==> src/rtl/cmd_addr_sequencer_if.sv <==
// Request/status and latch-unit bundle for cmd_addr_sequencer.
// Latency: none (wires only).
// Backpressure: none here; the sequencer paces itself on ready and latch_busy.
//
// Signals:
//   request side : start, cmd0, addr, addr_cycles, has_cmd1, cmd1 (to sequencer)
//                  ready, done, error (from sequencer)
//   latch side   : latch_activate, latch_data, latch_type (from sequencer)
//                  latch_busy (to sequencer)
// Modports: slave = sequencer, master = requester, latch_unit = downstream latch.

`ifndef LATCH_CMD
`define LATCH_CMD 1'b0
`endif
`ifndef LATCH_ADDR
`define LATCH_ADDR 1'b1
`endif

interface cmd_addr_sequencer_if;
  logic        start;
  logic [7:0]  cmd0;
  logic [39:0] addr;
  logic [2:0]  addr_cycles;
  logic        has_cmd1;
  logic [7:0]  cmd1;
  logic        ready;
  logic        done;
  logic        error;
  logic        latch_activate;
  logic [15:0] latch_data;
  logic        latch_type;
  logic        latch_busy;

  modport slave (
    input  start, cmd0, addr, addr_cycles, has_cmd1, cmd1, latch_busy,
    output ready, done, error, latch_activate, latch_data, latch_type
  );

  modport master (
    output start, cmd0, addr, addr_cycles, has_cmd1, cmd1,
    input  ready, done, error
  );

  modport latch_unit (
    input  latch_activate, latch_data, latch_type,
    output latch_busy
  );
endinterface

==> src/rtl/cmd_addr_sequencer.sv <==
// Issues cmd0, addr bytes (LSB first) and optional cmd1 to a command/address latch unit.
// Latency: first activate 1 cycle after start; each next activate 1 cycle after busy falls.
// Backpressure: waits on latch_busy high then low per byte; start only taken while ready=1.
//
// Ports:
//   clk   : rising-edge clock
//   reset : synchronous active-high reset
//   bus   : cmd_addr_sequencer_if.slave (request fields in, ready/done/error out,
//           latch_activate/latch_data/latch_type out, latch_busy in)

`ifndef LATCH_CMD
`define LATCH_CMD 1'b0
`endif
`ifndef LATCH_ADDR
`define LATCH_ADDR 1'b1
`endif

module cmd_addr_sequencer #(
  parameter int TIMEOUT_CYCLES  = 1024,
  parameter int MAX_ADDR_CYCLES = 5
) (
  input  logic                  clk,
  input  logic                  reset,
  cmd_addr_sequencer_if.slave   bus
);

  typedef enum logic [2:0] {
    IDLE,
    ISSUE,
    WAIT_HI,
    WAIT_LO,
    DONE
  } state_t;

  localparam int               CNT_W   = $clog2(TIMEOUT_CYCLES + 1);
  localparam logic [CNT_W-1:0] TO_LAST = CNT_W'(TIMEOUT_CYCLES - 1);
  // addr is 40 bits wide, so the limit can never meaningfully exceed 5.
  localparam logic [3:0]       MAX_AC  = 4'(MAX_ADDR_CYCLES);

  state_t            state_q, state_d;

  // Request captured at accept; the bus fields are ignored afterwards.
  logic [7:0]        cmd0_q;
  logic [39:0]       addr_q;
  logic [2:0]        ac_q;
  logic [7:0]        cmd1_q;
  logic [3:0]        tot_q;      // total bytes in this sequence
  logic [3:0]        idx_q, idx_d; // bytes issued so far

  logic [CNT_W-1:0]  cnt_q, cnt_d;

  logic              ready_q, ready_d;
  logic              done_q, done_d;
  logic              error_q, error_d;
  logic              act_q, act_d;
  logic [15:0]       data_q, data_d;
  logic              type_q, type_d;

  logic              accept;
  logic              capture;
  logic              to_hit;
  logic [39:0]       addr_sh;
  logic [7:0]        next_byte;
  logic              next_type;

  // Gating on ready_q keeps a start in the error cycle from being taken.
  assign accept = (state_q == IDLE) && ready_q && bus.start;

  // cnt_q holds cycles elapsed since the ISSUE cycle; the register pulses
  // error exactly TIMEOUT_CYCLES cycles after the activate.
  assign to_hit = (cnt_q >= TO_LAST);

  assign addr_sh = addr_q >> {idx_q - 4'd1, 3'b000};

  // Byte selection for the next ISSUE. The first byte comes straight off the
  // bus because the request registers are only loaded on the same edge.
  always_comb begin
    next_byte = cmd1_q;
    next_type = `LATCH_CMD;
    if (capture) begin
      next_byte = bus.cmd0;
      next_type = `LATCH_CMD;
    end else if (idx_q == 4'd0) begin
      next_byte = cmd0_q;
      next_type = `LATCH_CMD;
    end else if (idx_q <= {1'b0, ac_q}) begin
      next_byte = addr_sh[7:0];
      next_type = `LATCH_ADDR;
    end
  end

  always_comb begin
    state_d = state_q;
    idx_d   = idx_q;
    cnt_d   = cnt_q;
    error_d = 1'b0;
    capture = 1'b0;

    case (state_q)
      IDLE: begin
        if (accept) begin
          if ({1'b0, bus.addr_cycles} > MAX_AC) begin
            error_d = 1'b1;
          end else begin
            capture = 1'b1;
            idx_d   = 4'd0;
            state_d = ISSUE;
          end
        end
      end
      ISSUE: begin
        idx_d   = idx_q + 4'd1;
        cnt_d   = cnt_q + CNT_W'(1);
        state_d = WAIT_HI;
      end
      WAIT_HI: begin
        if (to_hit) begin
          error_d = 1'b1;
          state_d = IDLE;
        end else begin
          cnt_d = cnt_q + CNT_W'(1);
          if (bus.latch_busy) begin
            state_d = WAIT_LO;
          end
        end
      end
      WAIT_LO: begin
        if (to_hit) begin
          error_d = 1'b1;
          state_d = IDLE;
        end else begin
          cnt_d = cnt_q + CNT_W'(1);
          if (!bus.latch_busy) begin
            state_d = (idx_q < tot_q) ? ISSUE : DONE;
          end
        end
      end
      DONE: begin
        state_d = IDLE;
      end
      default: begin
        state_d = IDLE;
      end
    endcase

    if (state_d == ISSUE) begin
      cnt_d = '0;
    end
  end

  // Outputs are registered from the next state so they line up with the
  // state they describe.
  always_comb begin
    ready_d = (state_d == IDLE) && !error_d;
    done_d  = (state_d == DONE);
    act_d   = (state_d == ISSUE);
    data_d  = data_q;
    type_d  = type_q;
    // Data/type are only reloaded on ISSUE so they stay stable for the whole
    // latch handshake.
    if (state_d == ISSUE) begin
      data_d = {8'h00, next_byte};
      type_d = next_type;
    end
  end

  always_ff @(posedge clk) begin
    if (reset) begin
      state_q <= IDLE;
      cmd0_q  <= '0;
      addr_q  <= '0;
      ac_q    <= '0;
      cmd1_q  <= '0;
      tot_q   <= '0;
      idx_q   <= '0;
      cnt_q   <= '0;
      ready_q <= 1'b1;
      done_q  <= 1'b0;
      error_q <= 1'b0;
      act_q   <= 1'b0;
      data_q  <= '0;
      type_q  <= `LATCH_CMD;
    end else begin
      state_q <= state_d;
      idx_q   <= idx_d;
      cnt_q   <= cnt_d;
      ready_q <= ready_d;
      done_q  <= done_d;
      error_q <= error_d;
      act_q   <= act_d;
      data_q  <= data_d;
      type_q  <= type_d;
      if (capture) begin
        cmd0_q <= bus.cmd0;
        addr_q <= bus.addr;
        ac_q   <= bus.addr_cycles;
        cmd1_q <= bus.cmd1;
        tot_q  <= {1'b0, bus.addr_cycles} + 4'd1 + {3'b000, bus.has_cmd1};
      end
    end
  end

  assign bus.ready          = ready_q;
  assign bus.done           = done_q;
  assign bus.error          = error_q;
  assign bus.latch_activate = act_q;
  assign bus.latch_data     = data_q;
  assign bus.latch_type     = type_q;

endmodule

==> src/flat_wrapper.sv <==
// flat-port wrapper written by rule: the top's interface ports become plain ports
module cmd_addr_sequencer_flat 
#(
  parameter int TIMEOUT_CYCLES  = 1024,
  parameter int MAX_ADDR_CYCLES = 5
)
  (clk, reset, bus_start, bus_cmd0, bus_addr, bus_addr_cycles, bus_has_cmd1, bus_cmd1, bus_latch_busy, bus_ready, bus_done, bus_error, bus_latch_activate, bus_latch_data, bus_latch_type);
  cmd_addr_sequencer_if bus_i ();
  input  logic clk;
  input  logic reset;
  input wire logic [$bits(bus_i.start)-1:0] bus_start;
  input wire logic [$bits(bus_i.cmd0)-1:0] bus_cmd0;
  input wire logic [$bits(bus_i.addr)-1:0] bus_addr;
  input wire logic [$bits(bus_i.addr_cycles)-1:0] bus_addr_cycles;
  input wire logic [$bits(bus_i.has_cmd1)-1:0] bus_has_cmd1;
  input wire logic [$bits(bus_i.cmd1)-1:0] bus_cmd1;
  input wire logic [$bits(bus_i.latch_busy)-1:0] bus_latch_busy;
  output wire logic [$bits(bus_i.ready)-1:0] bus_ready;
  output wire logic [$bits(bus_i.done)-1:0] bus_done;
  output wire logic [$bits(bus_i.error)-1:0] bus_error;
  output wire logic [$bits(bus_i.latch_activate)-1:0] bus_latch_activate;
  output wire logic [$bits(bus_i.latch_data)-1:0] bus_latch_data;
  output wire logic [$bits(bus_i.latch_type)-1:0] bus_latch_type;
  assign bus_i.start = bus_start;
  assign bus_i.cmd0 = bus_cmd0;
  assign bus_i.addr = bus_addr;
  assign bus_i.addr_cycles = bus_addr_cycles;
  assign bus_i.has_cmd1 = bus_has_cmd1;
  assign bus_i.cmd1 = bus_cmd1;
  assign bus_i.latch_busy = bus_latch_busy;
  assign bus_ready = bus_i.ready;
  assign bus_done = bus_i.done;
  assign bus_error = bus_i.error;
  assign bus_latch_activate = bus_i.latch_activate;
  assign bus_latch_data = bus_i.latch_data;
  assign bus_latch_type = bus_i.latch_type;
  cmd_addr_sequencer #(.TIMEOUT_CYCLES(TIMEOUT_CYCLES), .MAX_ADDR_CYCLES(MAX_ADDR_CYCLES)) u_core (.clk(clk), .reset(reset), .bus(bus_i));
endmodule
==> config.mk <==
export PLATFORM = sky130hd
export DESIGN_NAME = cmd_addr_sequencer_flat
export DESIGN_NICKNAME = d
export VERILOG_FILES = /design/src/rtl/cmd_addr_sequencer_if.sv /design/src/rtl/cmd_addr_sequencer.sv /design/src/flat_wrapper.sv
export SDC_FILE = /design/constraint.sdc
export NUM_CORES = 1
export LEC_CHECK = 0
export BUFFER_PORTS_ARGS = -buffer_cell sky130_fd_sc_hd__buf_4
export CELL_PAD_IN_SITES_DETAIL_PLACEMENT = 0
export CELL_PAD_IN_SITES_GLOBAL_PLACEMENT = 1
export CORE_ASPECT_RATIO = 1.5
export CORE_MARGIN = 5
export CORE_UTILIZATION = 40
export CTS_CLUSTER_DIAMETER = 40
export CTS_CLUSTER_SIZE = 28
export DETAILED_ROUTE_END_ITERATION = 10
export HOLD_SLACK_MARGIN = 0.12
export PLACE_DENSITY = 0.79
export SLEW_MARGIN = 10
export SYNTH_ARGS = -nofsm -noshare
export SYNTH_HDL_FRONTEND = slang
export SYNTH_SLANG_ARGS = --single-unit
==> constraint.sdc <==
create_clock -name clk -period 3.2 [get_ports clk]
set_clock_uncertainty 0.15 [all_clocks]
set_input_delay 0.32 -clock clk [delete_from_list [all_inputs] [get_ports clk]]
set_output_delay 0.32 -clock clk [all_outputs]
set_load 0.01 [all_outputs]
# After elaboration in Yosys (flattened, before gate mapping)
# Index checks and enable logic that the tools add are counted.
dict set report totals {
  register_bits 94
  input_bits 64
  output_inout_bits 21
  word_cells 71
}
dict set report classes {
  add_sub_neg 5
  n_lt_le_gt_ge 4
  n_eq_ne 8
  shift 1
  n_mux 26
  n_reduce_logical 13
}
# cell count
set ops {}
lappend ops {{$shr A40 B7 Y8} 1}
lappend ops {{$mux W8} 3}
lappend ops {{$pmux W11 S2} 1}
lappend ops {{$mux W3} 7}
lappend ops {{$pmux W3 S4} 1}
lappend ops {{$add A11 B1 Y11 const B} 1}
lappend ops {{$ge A11 B10 Y1 const B} 1}
lappend ops {{$mux W11} 1}
lappend ops {{$mux W1} 9}
lappend ops {{$mux W4} 2}
lappend ops {{$pmux W4 S2} 1}
lappend ops {{$eq A3 B1 Y1 const B} 2}
lappend ops {{$eq A3 B2 Y1 const B} 2}
lappend ops {{$logic_not A3 Y1} 2}
lappend ops {{$add A3 B1 Y4 const B} 1}
lappend ops {{$add A4 B1 Y4} 1}
lappend ops {{$add A4 B1 Y4 const B} 1}
lappend ops {{$le A4 B3 Y1} 1}
lappend ops {{$logic_not A4 Y1} 1}
lappend ops {{$lt A4 B4 Y1} 1}
lappend ops {{$ne A2 B2 Y1 const B} 2}
lappend ops {{$reduce_bool A2 Y1} 2}
lappend ops {{$reduce_or A2 Y1} 2}
lappend ops {{$sub A4 B1 Y4 const B} 1}
lappend ops {{other kinds (8)} 10}

# Longest topological paths before layout
# Gate-level depths: netlist of the first run.
dict set report depth {
  depth_word 7
  mapped_depth 10
}

# Least setup slack after synthesis of the first run
# No wires, ideal clock.
dict set report synth_timing {
  path_type {reg-to-reg}
  start {register u_core.idx_q[0]}
  end {register u_core.data_q[7], in the netlist u_core.bus.latch_data[7]}
  setup_ns 0.079
  arrival_time_ns 2.263
  setup_slack_ns 0.708
  path_stages_with_launch 10
  n_path_buf 2
  path_cell_list {dfxtp_1 > clkinv_1 > ha_1 > buf_2 > and2_1 > clkbuf_1 > a21boi_0 > o31a_1 > o211a_1 > a211oi_2}
}
dict set report synth_between {
  elab_chain_cells 6
  word_cells_on_any_way 13
  classes_between {add/sub (1); order compare (2); eq/ne (1); shift (1); mux (7); reduce/logical (1)}
}
# element line
set synth_lines {}
lappend synth_lines {{start, declared} cmd_addr_sequencer.sv:48} ;# logic [3:0] idx_q, idx_d;
lappend synth_lines {{start signal, assigned} cmd_addr_sequencer.sv:185} ;# idx_q <= idx_d;
lappend synth_lines {{branches (longest 6 deep; another with $sub A4 B1 Y4)} -}
lappend synth_lines {{end signal, assigned} cmd_addr_sequencer.sv:191} ;# data_q <= data_d;
lappend synth_lines {{end, declared} cmd_addr_sequencer.sv:56} ;# logic [15:0] data_q, data_d;
# Parallel ways; which one is timed is not known.
# A chain may end at the register's enable or synchronous reset.

# Worst setup path in the final report of the first run
dict set report layout_timing {
  start {register u_core.cnt_q[0]}
  end {register u_core.data_q[5], in the netlist u_core.bus.latch_data[5]}
}
dict set report layout_between {
  elab_chain_cells 4
  word_cells_on_any_way 5
  classes_between {order compare (1); eq/ne (1); mux (3)}
}
# element line
set layout_lines {}
lappend layout_lines {{start, declared} cmd_addr_sequencer.sv:50} ;# logic [CNT_W-1:0] cnt_q, cnt_d;
lappend layout_lines {{start signal, assigned} cmd_addr_sequencer.sv:186} ;# cnt_q <= cnt_d;
lappend layout_lines {{$ge A11 B10 Y1 (*)} cmd_addr_sequencer.sv:71} ;# assign to_hit = (cnt_q >= TO_LAST);
lappend layout_lines {{$mux W3, on equally long branches} {cmd_addr_sequencer.sv:128, cmd_addr_sequencer.sv:117}}
lappend layout_lines {{$pmux W3 S4 (*)} cmd_addr_sequencer.sv:99} ;# case (state_q)
lappend layout_lines {{$eq A3 B1 Y1 (*)} cmd_addr_sequencer.sv:161} ;# if (state_d == ISSUE) begin
# Mark *: on every way between the ends. The rest lies on a longest branch, timed or not.

==> qor.csv, run 1 <==
metric,value,unit
Crit path arrival time,2.67,ns
GP Congestion,0.826,
synth cell count leaders,"nand2_1 (123), dfxtp_1 (94), a21oi_1 (71)",
unrepaired setup endpoints after global routing,false,
most frequent cell after synthesis,nand2_1,
layout cells sized above 1,17.7,%
WHS Path Cells,3,
post-cts sizing count,0,
"CP delay by family, top",compound AO/OA/AOI/OAI gates,
Top Ports,85,
synth unique cells,54,
initial antenna violation count,0,
Least-Margin Pin Slew,0.803,ns
Reg-to-Reg End,u_core.bus.latch_data[5],
Final nets,731,
"CTS clk-pin slew, worst paths",0.07,ns
die span in x,95.0,um
drt via density,5.03,
vias in the first global route,4009,
sequential element share of the synthesized area,43.4,%
leading area contributor after synthesis,dfxtp_1,
startpoint of the tightest hold check path,bus_cmd0[7],
vias after detailed routing,4052,
Post-synth top flop,dfxtp_1,
dpl hpwl,8.49,mm
Starting Density,40.9,%
CTS H-tree depth,3,
Routed wire per std cell,14.5,um
CP startpoint kind,flip-flop,
Die Footprint,13100,um2
Syn. warnings,0,
Synth top area share,43.4,%
Worst R2R Setup Slack,0.62,ns
CP cell instances,ha_1 > a21oi_2 > nor3b_4 > or2_1 > o31ai_4 > nor2_1 > a311oi_1,
Final Non-Filler Cells,805,
total gr overflow,0,
mean area per synthesized cell,8.06,um2
CP peak stage delay,0.74,ns
Final Hold Vio Count,0,
CTS root buf,clkbuf_16,
CTS max path bufs,2,
Yosys reg bits,94,
Hold WC Path Type,primary input to flip-flop,
first-pass GRT wire length,19.2,mm
"EDFF count, synth",0,
ant diodes,0,
core box area,10600,um2
CP required,3.29,ns
Final Core Density,55.5,%
total CTS buffers,9,
Netlist Area Pre-Place,4340,um2
cts hold-fix bufs,56,
Antenna Nets Post-Route,0,
clock sinks,94,
largest net degree at the start of global routing,47,
PwrDens,521,nW/um2
die height,138,um
Reg2Reg Depth,7,
CP max stage cell,o31ai_4,
FF-to-FF Start,u_core.cnt_q[0],
drt total wl,11.7,mm
"top cells by area, synth","dfxtp_1 (43%), nand2_1 (11%), a21oi_1 (8.2%), mux2i_1 (3.9%), ha_1 (3.2%)",
Worst VDD drop,0.295,mV
Crit Path Category,flip-flop to flip-flop,
port bufs,76,
final setup violating endpoints,0,
minimum clock period,2.58,ns
WP buf/inv,0,
# DRC,0,
drt first pass iters,5,
Rows,46,
Slew Limit Fails,0,
Post-Place Cells,733,
slew margin rel.,46.5,%
status,"complete, no violations",
CP endpoint kind,flip-flop,
Synth-to-Final Area Change,35.6,%
DRT iter0 DRCs,245,
peak fanout along the critical path,17,
fin crit share,80.6,%
Pleak,2.26,nW
fmax,388,MHz
setup bufs post-CTS,0,
Async SR Flop Fraction,0,%
setup tns final,0,ns
fillcell total,1044,
Synth Instances,538,
CTS tree,built,
GRT Util Overall,18.6,%
Hold EP,u_core.cmd0_q[7],
clock latency on the worst-skew pair,0.34,ns
max_cap viols,0,
[power breakdown]
| part | total (mW) | switching (mW) | internal, mW | leakage, nW |
|---|---|---|---|---|
| registers | 1.33 | 0.0615 | 1.26 | 0.767 |
| clock network | 1.09 | 0.460 | 0.631 | 0.141 |
| logic | 0.647 | 0.360 | 0.287 | 1.35 |
| total | 3.06 | 0.881 | 2.18 | 2.26 |
[metal layers]
metal | vias up | track usage (%) | part of all wire, %
met5 | - | 0 | 0
met4 | 0 | 5.46 | 1.3
met3 | 7 | 3.22 | 4.0
met2 | 95 | 33.7 | 53
met1 | 1876 | 22.1 | 42
li1 | 2074 | - | -
[worst max path at each step]
stage                                to  slack (ns)  depth (start not counted)             from
4_1_cts        u_core.bus.latch_data[3]        0.63                          7  u_core.cnt_q[0]
3_3_place_gp      u_core.bus.latch_type        0.64                          7  u_core.cnt_q[0]
3_5_place_dp   u_core.bus.latch_data[3]        0.65                          7  u_core.cnt_q[0]
2_1_floorplan  u_core.bus.latch_data[7]        0.71                          9  u_core.idx_q[0]
6_report       u_core.bus.latch_data[5]        0.62                          7  u_core.cnt_q[0]
5_1_grt        u_core.bus.latch_data[7]        0.42                          8  u_core.idx_q[0]
[worst reg2reg max path, cell delays in order (launching register included)]
cell	delay, ns
dfxtp_1	0.35
ha_1	0.31
a21oi_2	0.18
nor3b_4	0.08
or2_1	0.31
o31ai_4	0.74
nor2_1	0.08
a311oi_1	0.28
[sequential cells by signal (all words and copies together) (netlist names), 3 cells and up]
| name | count |
|---|---|
| u_core.bus.latch_data | 8 |
| u_core.idx_q | 4 |
| u_core.cmd0_q | 8 |
| u_core.cmd1_q | 8 |
| u_core.state_q | 3 |
| u_core.tot_q | 4 |
| u_core.cnt_q | 11 |
| u_core.addr_q | 40 |
| u_core.ac_q | 3 |
[logic make-up (layout without fill, tap and decap cells)]
family / count (synthesis) / in the layout / synth area share, %
buf+inv: 57 / 173 / 6.09
xor+xnor: 14 / 14 / 2.83
fa+ha+maj: 11 / 11 / 3.17
other cells: 1 / 8 / 0.0865
flops: 94 / 94 / 43.4
compound gates: 127 / 127 / 18.2
mux: 18 / 18 / 4.44
simple gates: 216 / 216 / 21.8
[cells in the final DEF (no fill, tap or decap), drive strengths merged, types with 2 or more instances in the layout]
cell type / instances
nand2: 123
nor2: 37
a21oi: 72
nand2b: 2
dlygate4sd3: 56
and3: 2
and2: 3
clkinv: 2
dfxtp: 94
mux2i: 17
xnor2: 2
o31a: 2
clkinvlp: 3
nand3: 8
o21ai: 11
nor4: 2
buf: 89
or2: 2
inv: 12
nor3: 24
a31oi: 9
conb: 8
a311oi: 14
o211ai: 7
ha: 11
xor2: 12
clkbuf: 10
nor3b: 2
nand4: 5
a211oi: 3
[metrics by stage]
stage	instance area, um2	setup slack (ns)	total power, mW	hold WS, ns
finish	5880	0.620	3.06	0.138
global route	5880	0.424	3.22	0.154
CTS	5880	0.628	3.09	0.122
detailed placement	5010	0.655	1.95	0.297
global placement	5010	0.641	1.94	0.294
floorplan	4360	0.708	1.74	0.278
[final cells by class]
| cell class | instances | area, um2 | share of cell area (%) |
|---|---|---|---|
| timing repair buffer | 145 | 1230 | 20.9 |
| multi-input combinational | 394 | 2230 | 38.0 |
| sequential | 94 | 1880 | 32.0 |
| inverter | 12 | 45.0 | 0.766 |
| clock buffer | 10 | 239 | 4.07 |
| clock inverter | 6 | 70.1 | 1.19 |
| tap | 144 | 180 | 3.07 |
(Power assumes the default switching activity.)
==> inputs of run 2 (changes only) <==
==> constraint.sdc (replaced) <==
create_clock -name clk -period 2.5 [get_ports clk]
set_clock_uncertainty 0.15 [all_clocks]
set_input_delay 0.25 -clock clk [delete_from_list [all_inputs] [get_ports clk]]
set_output_delay 0.25 -clock clk [all_outputs]
set_load 0.01 [all_outputs]
==> run 2 against run 1 <==
Effect of this change: hold slack improved by 0.0025 ns; critical path type unchanged; die area is the same; design area is 1.3% higher; via count increased by 0.44%; final cell count increased by 0.37%; total power rose by 29%; combinational power increased by 33%; non-clock buffer count grew 3; largest power group unchanged.
==> qor.csv, run 2 (synthesis results as in run 1) <==
metric,value,unit
# DRC,0,
post-route setup slack,0.134,ns
fmax,423,MHz
Slew Limit Fails,0,
Hold WC Path Type,primary input to flip-flop,
max_cap viols,0,
"most common cell after layout, fill and taps aside",nand2_1,
Starting Density,40.9,%
CTS tree,built,
DRT iter0 DRCs,176,
design area,5950,um2
Reg2Reg Depth,10,
ant diodes,0,
Largest register FFs,40,
vias after detailed routing,4070,
setup tns final,0,ns
initial antenna violation count,0,
final setup violating endpoints,0,
unrepaired setup endpoints after global routing,false,
CTS H-tree depth,3,
Routed wire per std cell,14.5,um
GP Congestion,0.863,
port bufs,76,
largest net degree at the start of global routing,52,
Top Ports,85,
startpoint of the tightest hold check path,bus_addr_cycles[2],
drt via density,5.04,
drt first pass iters,4,
CP required,2.56,ns
dpl cell area,5070,um2
Final Hold Vio Count,0,
drt total wl,11.7,mm
Pleak,2.30,nW
vias in the first global route,4014,
dpl hpwl,8.35,mm
core box area,10600,um2
Die Footprint,13100,um2
Setup WS pre-CTS,0.113,ns
Crit path arrival time,2.43,ns
CTS max path bufs,2,
Largest regs,"u_core.addr_q: 40 flops, u_core.cnt_q: 11 flops",
Worst R2R Setup Slack,0.13,ns
first-pass GRT wire length,18.8,mm
overall power,3.96,mW
clock latency on the worst-skew pair,0.34,ns
total CTS buffers,9,
WHS Path Cells,4,
Antenna Nets Post-Route,0,
CP startpoint kind,flip-flop,
GRT Util Overall,18.5,%
CP endpoint kind,flip-flop,
minimum clock period,2.37,ns
fillcell total,1041,
Rows,46,
CTS root buf,clkbuf_16,
Synth-to-Final Area Change,37.3,%
peak fanout along the critical path,17,
layout cells sized above 1,17.9,%
FF-to-FF Start,u_core.idx_q[1],
Crit Path Category,flip-flop to flip-flop,
status,"complete, no violations",
largest reg by FF count,u_core.addr_q,
Reg-to-Reg End,u_core.bus.latch_data[2],
Worst VDD drop,0.343,mV
setup bufs post-CTS,0,
clock sinks,94,
most frequent cells in the layout,"nand2_1 (123), dfxtp_1 (94), buf_4 (87)",
fin crit share,94.7,%
Hold EP,u_core.tot_q[2],
Hold WS,0.140,ns
"CTS clk-pin slew, worst paths",0.07,ns
die span in x,95.0,um
Final nets,734,
die height,138,um
total gr overflow,0,
PwrDens,665,nW/um2
==> run 2: through the flow <==
| step | cells | util (%) |
|---|---|---|
| after floorplan | 545 | - |
| after CTS | 808 | 56.2 |
| final | 808 | 56.2 |
| after global placement | 735 | 47.9 |
| after detailed placement | 735 | 47.9 |
| after global routing | 808 | 56.2 |
==> run 2: layout make-up <==
| class | count | area (um2) | area share [%] |
|---|---|---|---|
| clock buffers | 10 | 239 | 4.02 |
| clock inverters | 6 | 68.8 | 1.16 |
| inverters | 12 | 45.0 | 0.757 |
| multi-input cells | 394 | 2230 | 37.5 |
| flip-flops and latches | 94 | 1880 | 31.6 |
| well taps | 144 | 180 | 3.03 |
| repair buffers | 148 | 1300 | 21.9 |
==> run 2: timing repair <==
item	in CTS	in global routing
endpoints found under the setup margin	0	1
hold buffers	57	0
gates resized for setup	0	1
endpoints found under the hold margin	60	0
==> run 2: power breakdown <==
part | switching [mW] | total (mW) | internal (mW)
registers | 0.0750 | 1.69 | 1.62
logic | 0.468 | 0.860 | 0.392
clock network | 0.596 | 1.40 | 0.808
total | 1.14 | 3.96 | 2.82
==> run 2: how the worst max path moves through the flow <==
| stage | start | to | slack (ns) | cells after the start |
|---|---|---|---|---|
| after floorplan | u_core.idx_q[0] | u_core.bus.latch_data[7] | 0.008 | 9 |
| after global placement | u_core.idx_q[0] | u_core.bus.latch_data[2] | 0.18 | 10 |
| after detailed placement | u_core.idx_q[1] | u_core.bus.latch_data[2] | 0.11 | 10 |
| after CTS | u_core.idx_q[1] | u_core.bus.latch_data[2] | 0.11 | 10 |
| after global routing | u_core.idx_q[1] | u_core.bus.latch_data[2] | 0.03 | 9 |
| final | u_core.idx_q[1] | u_core.bus.latch_data[2] | 0.13 | 10 |
==> run 2: per-layer routing <==
| metal | global-route usage, % | wire length [um] | share of wire (%) | vias to the layer above |
|---|---|---|---|---|
| li1 | - | - | - | 2082 |
| met2 | 33.9 | 6110 | 52 | 72 |
| met3 | 2.90 | 371 | 3.2 | 15 |
| met5 | 0 | 0 | 0 | - |
| met4 | 7.87 | 244 | 2.1 | 0 |
| met1 | 20.8 | 4980 | 43 | 1901 |
==> run 2: worst max-delay path, cell delays in order (launching register included) <==
cell and delay, ns:
dfxtp_1 0.37, inv_1 0.07, ha_1 0.32, buf_12 0.18, mux2i_1 0.25, nor3_1 0.08
a311oi_1 0.34, o21ai_0 0.13, buf_4 0.14, o211ai_1 0.08, a311oi_1 0.12
